<file path="config.mk">
export PLATFORM = sky130hd
export DESIGN_NAME = fetch_pc_queue_flat
export DESIGN_NICKNAME = d
export VERILOG_FILES = /design/src/rtl/fetch_pc_queue_pkg.sv /design/src/rtl/fetch_pc_queue_if.sv /design/src/rtl/fetch_pc_queue_id_alloc.sv /design/src/rtl/fetch_pc_queue.sv /design/src/flat_wrapper.sv
export SDC_FILE = /design/constraint.sdc
export NUM_CORES = 1
export LEC_CHECK = 0
export ABC_AREA = 1
export BUFFER_PORTS_ARGS = -buffer_cell sky130_fd_sc_hd__buf_2
export CORE_MARGIN = 3
export CORE_UTILIZATION = 35
export DETAILED_ROUTE_END_ITERATION = 7
export PLACE_DENSITY_LB_ADDON = 0.08
export REMOVE_ABC_BUFFERS = 1
export SLEW_MARGIN = 20
export SYNTH_ARGS = -nofsm -noshare
export SYNTH_HDL_FRONTEND = slang
export SYNTH_HIERARCHICAL = 1
export SYNTH_SLANG_ARGS = --single-unit
</file>
<file path="constraint.sdc">
create_clock -name clk -period 3 [get_ports clk]
set_input_delay 0.6 -clock clk [delete_from_list [all_inputs] [get_ports clk]]
set_output_delay 0.6 -clock clk [all_outputs]
set_load 0.005 [all_outputs]
</file>
<file path="src/rtl/fetch_pc_queue_pkg.sv">
// Shared types for the fetch PC queue: FetchID/offset widths, limit and mispredict
// descriptors, and the queued fetch packet.
package fetch_pc_queue_pkg;

    localparam int FETCH_ID_W  = 3;
    localparam int FETCH_OFF_W = 3;
    localparam int FQ_DEPTH    = 4;

    typedef logic [FETCH_ID_W-1:0]  FetchID_t;
    typedef logic [FETCH_OFF_W-1:0] FetchOff_t;

    typedef struct packed {
        logic     valid;
        FetchID_t fetchID;
    } FetchLimit;

    typedef struct packed {
        logic     taken;
        FetchID_t fetchID;
    } FetchBranchProv;

    typedef struct packed {
        logic [30:0] pc;
        FetchOff_t   lastOffs;
        logic        predValid;
        FetchOff_t   predOffs;
        logic        predTaken;
        FetchID_t    fetchID;
    } FetchQEntry;

endpackage

</file>
<file path="src/rtl/fetch_pc_queue_if.sv">
// Predictor-side and fetch-side signals of the fetch PC queue; slave is the queue's view.
interface fetch_pc_queue_if;
    import fetch_pc_queue_pkg::*;

    logic           IN_stall;
    FetchBranchProv IN_mispr;
    FetchLimit      IN_fetchLimit;
    FetchID_t       IN_comFetchID;
    logic [30:0]    IN_pc;
    FetchOff_t      IN_lastOffs;
    logic           IN_predValid;
    FetchOff_t      IN_predOffs;
    logic           IN_predTaken;
    logic           IN_ready;

    logic           OUT_pcValid;
    FetchID_t       OUT_fetchID;
    logic           OUT_valid;
    logic [30:0]    OUT_pc;
    FetchOff_t      OUT_lastOffs;
    logic           OUT_predValid;
    FetchOff_t      OUT_predOffs;
    logic           OUT_predTaken;
    FetchID_t       OUT_headID;

    modport master (
        output IN_stall, IN_mispr, IN_fetchLimit, IN_comFetchID, IN_pc, IN_lastOffs,
               IN_predValid, IN_predOffs, IN_predTaken, IN_ready,
        input  OUT_pcValid, OUT_fetchID, OUT_valid, OUT_pc, OUT_lastOffs,
               OUT_predValid, OUT_predOffs, OUT_predTaken, OUT_headID
    );

    modport slave (
        input  IN_stall, IN_mispr, IN_fetchLimit, IN_comFetchID, IN_pc, IN_lastOffs,
               IN_predValid, IN_predOffs, IN_predTaken, IN_ready,
        output OUT_pcValid, OUT_fetchID, OUT_valid, OUT_pc, OUT_lastOffs,
               OUT_predValid, OUT_predOffs, OUT_predTaken, OUT_headID
    );

endinterface

</file>
<file path="src/rtl/fetch_pc_queue_id_alloc.sv">
// FetchID allocator: next-ID counter, ring-full and pending-update guards, and
// reload from the mispredicting branch's ID.
module fetch_id_alloc
    import fetch_pc_queue_pkg::*;
(
    input  logic           clk,
    input  logic           rst,
    input  logic           stall,
    input  FetchBranchProv mispr,
    input  FetchLimit      fetchLimit,
    input  FetchID_t       comFetchID,
    input  logic           queueFull,
    output logic           accept,
    output FetchID_t       nextID
);

    FetchID_t idPlusOne;

    assign idPlusOne = nextID + FetchID_t'(1);

    // One ring slot stays free so the allocator never laps the oldest uncommitted ID.
    assign accept = !rst && !stall && !mispr.taken && !queueFull
                    && (idPlusOne != comFetchID)
                    && !(fetchLimit.valid && (nextID == fetchLimit.fetchID));

    always_ff @(posedge clk) begin
        if (rst) begin
            nextID <= '0;
        end else if (mispr.taken) begin
            nextID <= mispr.fetchID + FetchID_t'(1);
        end else if (accept) begin
            nextID <= idPlusOne;
        end
    end

endmodule

</file>
<file path="src/rtl/fetch_pc_queue.sv">
// In-order queue of predicted fetch packets between the branch predictor and fetch,
// tagging each packet with its FetchID and flushing on mispredict.
module fetch_pc_queue
    import fetch_pc_queue_pkg::*;
#(
    parameter int DEPTH = FQ_DEPTH
) (
    input  logic              clk,
    input  logic              rst,
    fetch_pc_queue_if.slave   bus
);

    localparam int PTR_W = $clog2(DEPTH);
    localparam logic [PTR_W-1:0] PTR_ONE = PTR_W'(1);
    localparam logic [PTR_W:0]   CNT_ONE = (PTR_W+1)'(1);
    localparam logic [PTR_W:0]   CNT_MAX = (PTR_W+1)'(DEPTH);

    FetchQEntry       mem [DEPTH];
    FetchQEntry       head;
    logic [PTR_W-1:0] rdPtr;
    logic [PTR_W-1:0] wrPtr;
    logic [PTR_W:0]   count;
    logic             accept;
    logic             pop;
    logic             full;
    FetchID_t         nextID;

    fetch_id_alloc idAlloc (
        .clk        (clk),
        .rst        (rst),
        .stall      (bus.IN_stall),
        .mispr      (bus.IN_mispr),
        .fetchLimit (bus.IN_fetchLimit),
        .comFetchID (bus.IN_comFetchID),
        .queueFull  (full),
        .accept     (accept),
        .nextID     (nextID)
    );

    assign full = (count == CNT_MAX);
    // A flush in the same cycle discards the pop; fetch re-reads after redirect.
    assign pop  = bus.OUT_valid && bus.IN_ready && !bus.IN_mispr.taken && !rst;

    always_ff @(posedge clk) begin
        if (rst) begin
            rdPtr <= '0;
            wrPtr <= '0;
            count <= '0;
        end else if (bus.IN_mispr.taken) begin
            rdPtr <= wrPtr;
            count <= '0;
        end else begin
            if (accept) wrPtr <= wrPtr + PTR_ONE;
            if (pop)    rdPtr <= rdPtr + PTR_ONE;
            if (accept && !pop)      count <= count + CNT_ONE;
            else if (pop && !accept) count <= count - CNT_ONE;
        end
    end

    always_ff @(posedge clk) begin
        if (accept) begin
            mem[wrPtr] <= '{pc:        bus.IN_pc,
                            lastOffs:  bus.IN_lastOffs,
                            predValid: bus.IN_predValid,
                            predOffs:  bus.IN_predOffs,
                            predTaken: bus.IN_predTaken,
                            fetchID:   nextID};
        end
    end

    assign head = mem[rdPtr];

    assign bus.OUT_pcValid   = accept;
    assign bus.OUT_fetchID   = nextID;
    assign bus.OUT_valid     = (count != '0);
    assign bus.OUT_pc        = head.pc;
    assign bus.OUT_lastOffs  = head.lastOffs;
    assign bus.OUT_predValid = head.predValid;
    assign bus.OUT_predOffs  = head.predOffs;
    assign bus.OUT_predTaken = head.predTaken;
    assign bus.OUT_headID    = head.fetchID;

endmodule

</file>
<file path="src/flat_wrapper.sv">
// flat-port wrapper written by rule: the top's interface ports become plain ports
module fetch_pc_queue_flat import fetch_pc_queue_pkg::*;
#(
    parameter int DEPTH = FQ_DEPTH
)
  (clk, rst, bus_IN_stall, bus_IN_mispr, bus_IN_fetchLimit, bus_IN_comFetchID, bus_IN_pc, bus_IN_lastOffs, bus_IN_predValid, bus_IN_predOffs, bus_IN_predTaken, bus_IN_ready, bus_OUT_pcValid, bus_OUT_fetchID, bus_OUT_valid, bus_OUT_pc, bus_OUT_lastOffs, bus_OUT_predValid, bus_OUT_predOffs, bus_OUT_predTaken, bus_OUT_headID);
  fetch_pc_queue_if bus_i ();
  input  logic clk;
  input  logic rst;
  input wire logic [$bits(bus_i.IN_stall)-1:0] bus_IN_stall;
  input wire logic [$bits(bus_i.IN_mispr)-1:0] bus_IN_mispr;
  input wire logic [$bits(bus_i.IN_fetchLimit)-1:0] bus_IN_fetchLimit;
  input wire logic [$bits(bus_i.IN_comFetchID)-1:0] bus_IN_comFetchID;
  input wire logic [$bits(bus_i.IN_pc)-1:0] bus_IN_pc;
  input wire logic [$bits(bus_i.IN_lastOffs)-1:0] bus_IN_lastOffs;
  input wire logic [$bits(bus_i.IN_predValid)-1:0] bus_IN_predValid;
  input wire logic [$bits(bus_i.IN_predOffs)-1:0] bus_IN_predOffs;
  input wire logic [$bits(bus_i.IN_predTaken)-1:0] bus_IN_predTaken;
  input wire logic [$bits(bus_i.IN_ready)-1:0] bus_IN_ready;
  output wire logic [$bits(bus_i.OUT_pcValid)-1:0] bus_OUT_pcValid;
  output wire logic [$bits(bus_i.OUT_fetchID)-1:0] bus_OUT_fetchID;
  output wire logic [$bits(bus_i.OUT_valid)-1:0] bus_OUT_valid;
  output wire logic [$bits(bus_i.OUT_pc)-1:0] bus_OUT_pc;
  output wire logic [$bits(bus_i.OUT_lastOffs)-1:0] bus_OUT_lastOffs;
  output wire logic [$bits(bus_i.OUT_predValid)-1:0] bus_OUT_predValid;
  output wire logic [$bits(bus_i.OUT_predOffs)-1:0] bus_OUT_predOffs;
  output wire logic [$bits(bus_i.OUT_predTaken)-1:0] bus_OUT_predTaken;
  output wire logic [$bits(bus_i.OUT_headID)-1:0] bus_OUT_headID;
  assign bus_i.IN_stall = bus_IN_stall;
  assign bus_i.IN_mispr = bus_IN_mispr;
  assign bus_i.IN_fetchLimit = bus_IN_fetchLimit;
  assign bus_i.IN_comFetchID = bus_IN_comFetchID;
  assign bus_i.IN_pc = bus_IN_pc;
  assign bus_i.IN_lastOffs = bus_IN_lastOffs;
  assign bus_i.IN_predValid = bus_IN_predValid;
  assign bus_i.IN_predOffs = bus_IN_predOffs;
  assign bus_i.IN_predTaken = bus_IN_predTaken;
  assign bus_i.IN_ready = bus_IN_ready;
  assign bus_OUT_pcValid = bus_i.OUT_pcValid;
  assign bus_OUT_fetchID = bus_i.OUT_fetchID;
  assign bus_OUT_valid = bus_i.OUT_valid;
  assign bus_OUT_pc = bus_i.OUT_pc;
  assign bus_OUT_lastOffs = bus_i.OUT_lastOffs;
  assign bus_OUT_predValid = bus_i.OUT_predValid;
  assign bus_OUT_predOffs = bus_i.OUT_predOffs;
  assign bus_OUT_predTaken = bus_i.OUT_predTaken;
  assign bus_OUT_headID = bus_i.OUT_headID;
  fetch_pc_queue #(.DEPTH(DEPTH)) u_core (.clk(clk), .rst(rst), .bus(bus_i));
endmodule
</file>
==> summary.md <==
| Metric | Value |
|---|---|
| Max Cap Viol | `0` |
| Final Util | `43.6%` |
| Drt drc | `0` |
| Post-synth top area share | `70.2%` |
| Worst EP required | `2.40 ns` |
| Via count | `4600` |
| Routed WL | `15.9 mm` |
| Seq/Total Area, Yosys | `73.5%` |
| Worst VDD drop | `0.389 mV` |
| Initial antenna violation count | `2` |
| CTS Root Cell | `clkbuf_16` |
| Diode count | `0` |
| # rows | `51` |
| # resized after CTS | `0` |
| Mapped Avg Cell Area | `13.1 sq um` |
| Dpl hpwl | `9.62 mm` |
| Fill cells | `1832` |
| #FFs+latches synth | `180` |
| Violation count after the first detailed-route iteration | `284` |
| DRT antenna net count | `0` |
| Number of synthesis warnings | `6` |
| Worst-path fanout max | `84` |
| Routed len/inst | `17.0 microns` |
| Worst Setup Path Type | `reg -> out` |
| Nets@finish | `718` |
| First-pass GRT wire length | `24.6 mm` |
| Area of the core | `19800 sq um` |
| Gr usage total | `14.6%` |
| Setup Viol. Count Final | `0` |
| Port Buffer Count | `100` |
| Type of origin of the critical path | `flip-flop` |
| Hold Vio Cnt, Final | `0` |
| Grt ovf | `0` |
| Mapped Cells | `548` |
| R2r setup slk | `0.32 ns` |
| CTS hold repair buffers | `0` |
| Fin crit period | `2.76 ns` |
| Fmax | `362 MHz` |
| Clock tree sinks | `180` |
| Pin count of the biggest net entering global routing | `85` |
| Initial core utilization | `36.2%` |
| Largest stage delay, worst path | `0.68 ns` |
| Layout cells sized above 1 | `26.9%` |
| Leading area contributor after synthesis | `edfxtp_1` |
| # IOs | `101` |
| Die height | `149 microns` |
| Number of global-route vias before repair | `4532` |
| CTS buffer count | `17` |
| Fin crit share | `92.0%` |
| Least-Margin Pin Slew | `0.874 ns` |
| Routed vias/inst | `4.93` |
| Die Width | `149 microns` |
| CP Capture Type | `output port` |
| Crit-path cells | `buf_4 -> o21ai_0 -> o22ai_1 -> buf_2` |
| Area Growth Syn to Fin | `20.3%` |
| Final setup margin | `0.240 ns` |
| DR pass1 iterations | `4` |
| Count of pins over their slew limit | `0` |
| Leakage | `3.12 nW` |
| HP Class | `in -> reg` |
| Synthesized cell area | `7190 sq um` |
| Netlist cell types | `31` |
| Worst-Skew Late Latency | `0.42 ns` |
| Rel. slew slack | `41.7%` |
| Post-CTS setup buffer count | `0` |
| Status | `finished, final reports clean` |
| Largest cells by area after synthesis | `edfxtp_1, o21ai_0, nor2_1` |
| Reg clk slew, reported paths | `0.06 ns` |
| Crit path DAT | `2.16 ns` |
| GPL Wtd Cong | `0.779` |
| CP bufs+invs | `2` |
| PD cells | `624 nW/um^2` |
| CTS Buffer Depth | `2` |
| Unrepaired setup endpoints after global routing | `no` |
| Top Family by Delay on Critical Path | `buffers and inverters` |
| Slowest cell on crit path | `buf_4` |
| DIE AREA | `22300 sq um` |
| DP Worst Slack | `0.304 ns` |
| CTS tree | `built` |
| Setup Skew | `0.00872 ns` |
| CTS H-tree lvls | `4` |
cells in the mapped netlist, drive strengths merged:
cell and number:
buf 14, dfxtp 12, a21oi 7, ha 7, nor2 96, o22ai 42
nor3 2, nand3 10, clkinv 1, o21a 1, nand2 51, inv 29
xnor2 1, fa 1, clkbuf 12, xor2 3, edfxtp 168, o21ai 91
final cells by class:
class | count | area, sq um | share of cell area, %
Sequential cell | 180 | 5290 | 61.2
Clock buffer | 17 | 425 | 4.92
Inverter | 30 | 116 | 1.35
Tap cell | 265 | 332 | 3.83
Multi-Input combinational cell | 312 | 1620 | 18.7
Clock inverter | 15 | 164 | 1.90
Timing Repair Buffer | 115 | 701 | 8.10
worst reg2reg max path, stage by stage (launching register included):
cell and delay [ns]:
dfxtp_1 0.52, ha_1 0.28, inv_1 0.08, nand2_1 0.09
nand3_2 0.10, nand2_2 0.09, nor2_4 0.05, nor2_2 0.30
ha_1 0.24, inv_1 0.07, fa_1 0.38, inv_1 0.07
nand2_1 0.04, nand3_1 0.08, xor2_1 0.15, nor2_1 0.05
layout by cell type (no fill, tap or decap), types with 2 or more instances in the layout:
master,n
a21oi_1,6
nand3_1,8
buf_12,7
ha_1,7
buf_2,100
clkinv_1,4
o21ai_1,23
o21ai_0,67
xor2_1,3
bufinv_16,3
clkinvlp_4,3
inv_1,21
buf_4,8
clkinv_2,3
clkbuf_16,17
edfxtp_1,168
clkinv_4,2
nand3_2,2
o22ai_1,42
nand2_2,6
nand2_1,43
inv_2,7
nor2_2,12
dfxtp_1,10
nor2_1,83
nand2_4,2
stage by stage:
stage	cell area [sq um]	total power, W	setup TNS [ns]	instances	hold WS [ns]
after floorplan	7020	0.00306	-3.68	522	0.479
final	8650	0.00539	0	934	0.392
after global routing	8650	0.00562	0	934	0.372
after global placement	8060	0.00325	0	902	0.496
after detailed placement	8060	0.00326	0	902	0.511
after CTS	8650	0.00546	0	934	0.370
flip-flops by register name, indices dropped and copies added (netlist names), named ones only:
register               count
u_core/count               3
u_core/wrPtr               2
u_core/rdPtr               2
u_core/idAlloc/nextID      3
u_core/mem               168
where the power goes:
group	switching, W	total [W]	internal (W)
registers	0.0000206	0.00280	0.00278
logic	0.000245	0.000397	0.000151
clock network	0.000896	0.00219	0.00130
total	0.00116	0.00539	0.00423
worst paths after layout:
check | from | endpoint | cells after the start
setup / recovery | flip-flop | bus_OUT_pc[9] | 4
hold / removal | bus_IN_lastOffs[1] | u_core/mem[3][9] | 1
setup reg to reg | u_core/idAlloc/nextID[0] | u_core/count[2] | 15
hold reg to reg | u_core/count[1] | u_core/count[1] | 2
cell families (layout without fill, tap and decap cells):
group / after synthesis / after routing / share of synthesized area, %
compound gates: 141 / 141 / 10.8
xor+xnor: 4 / 4 / 0.487
buf+inv: 56 / 177 / 3.97
simple gates: 159 / 159 / 9.75
flops: 180 / 180 / 73.5
fa+ha+maj: 8 / 8 / 1.50
per-layer routing:
layer / track usage, % / vias to the layer above / share of wire (%)
li1: - / 2206 / -
met1: 18.9 / 2260 / 44
met2: 23.5 / 112 / 49
met3: 4.28 / 18 / 5.2
met4: 4.81 / 4 / 1.2
met5: 0 / - / 0.11
Note: power is estimated with default switching activity, not from simulation.
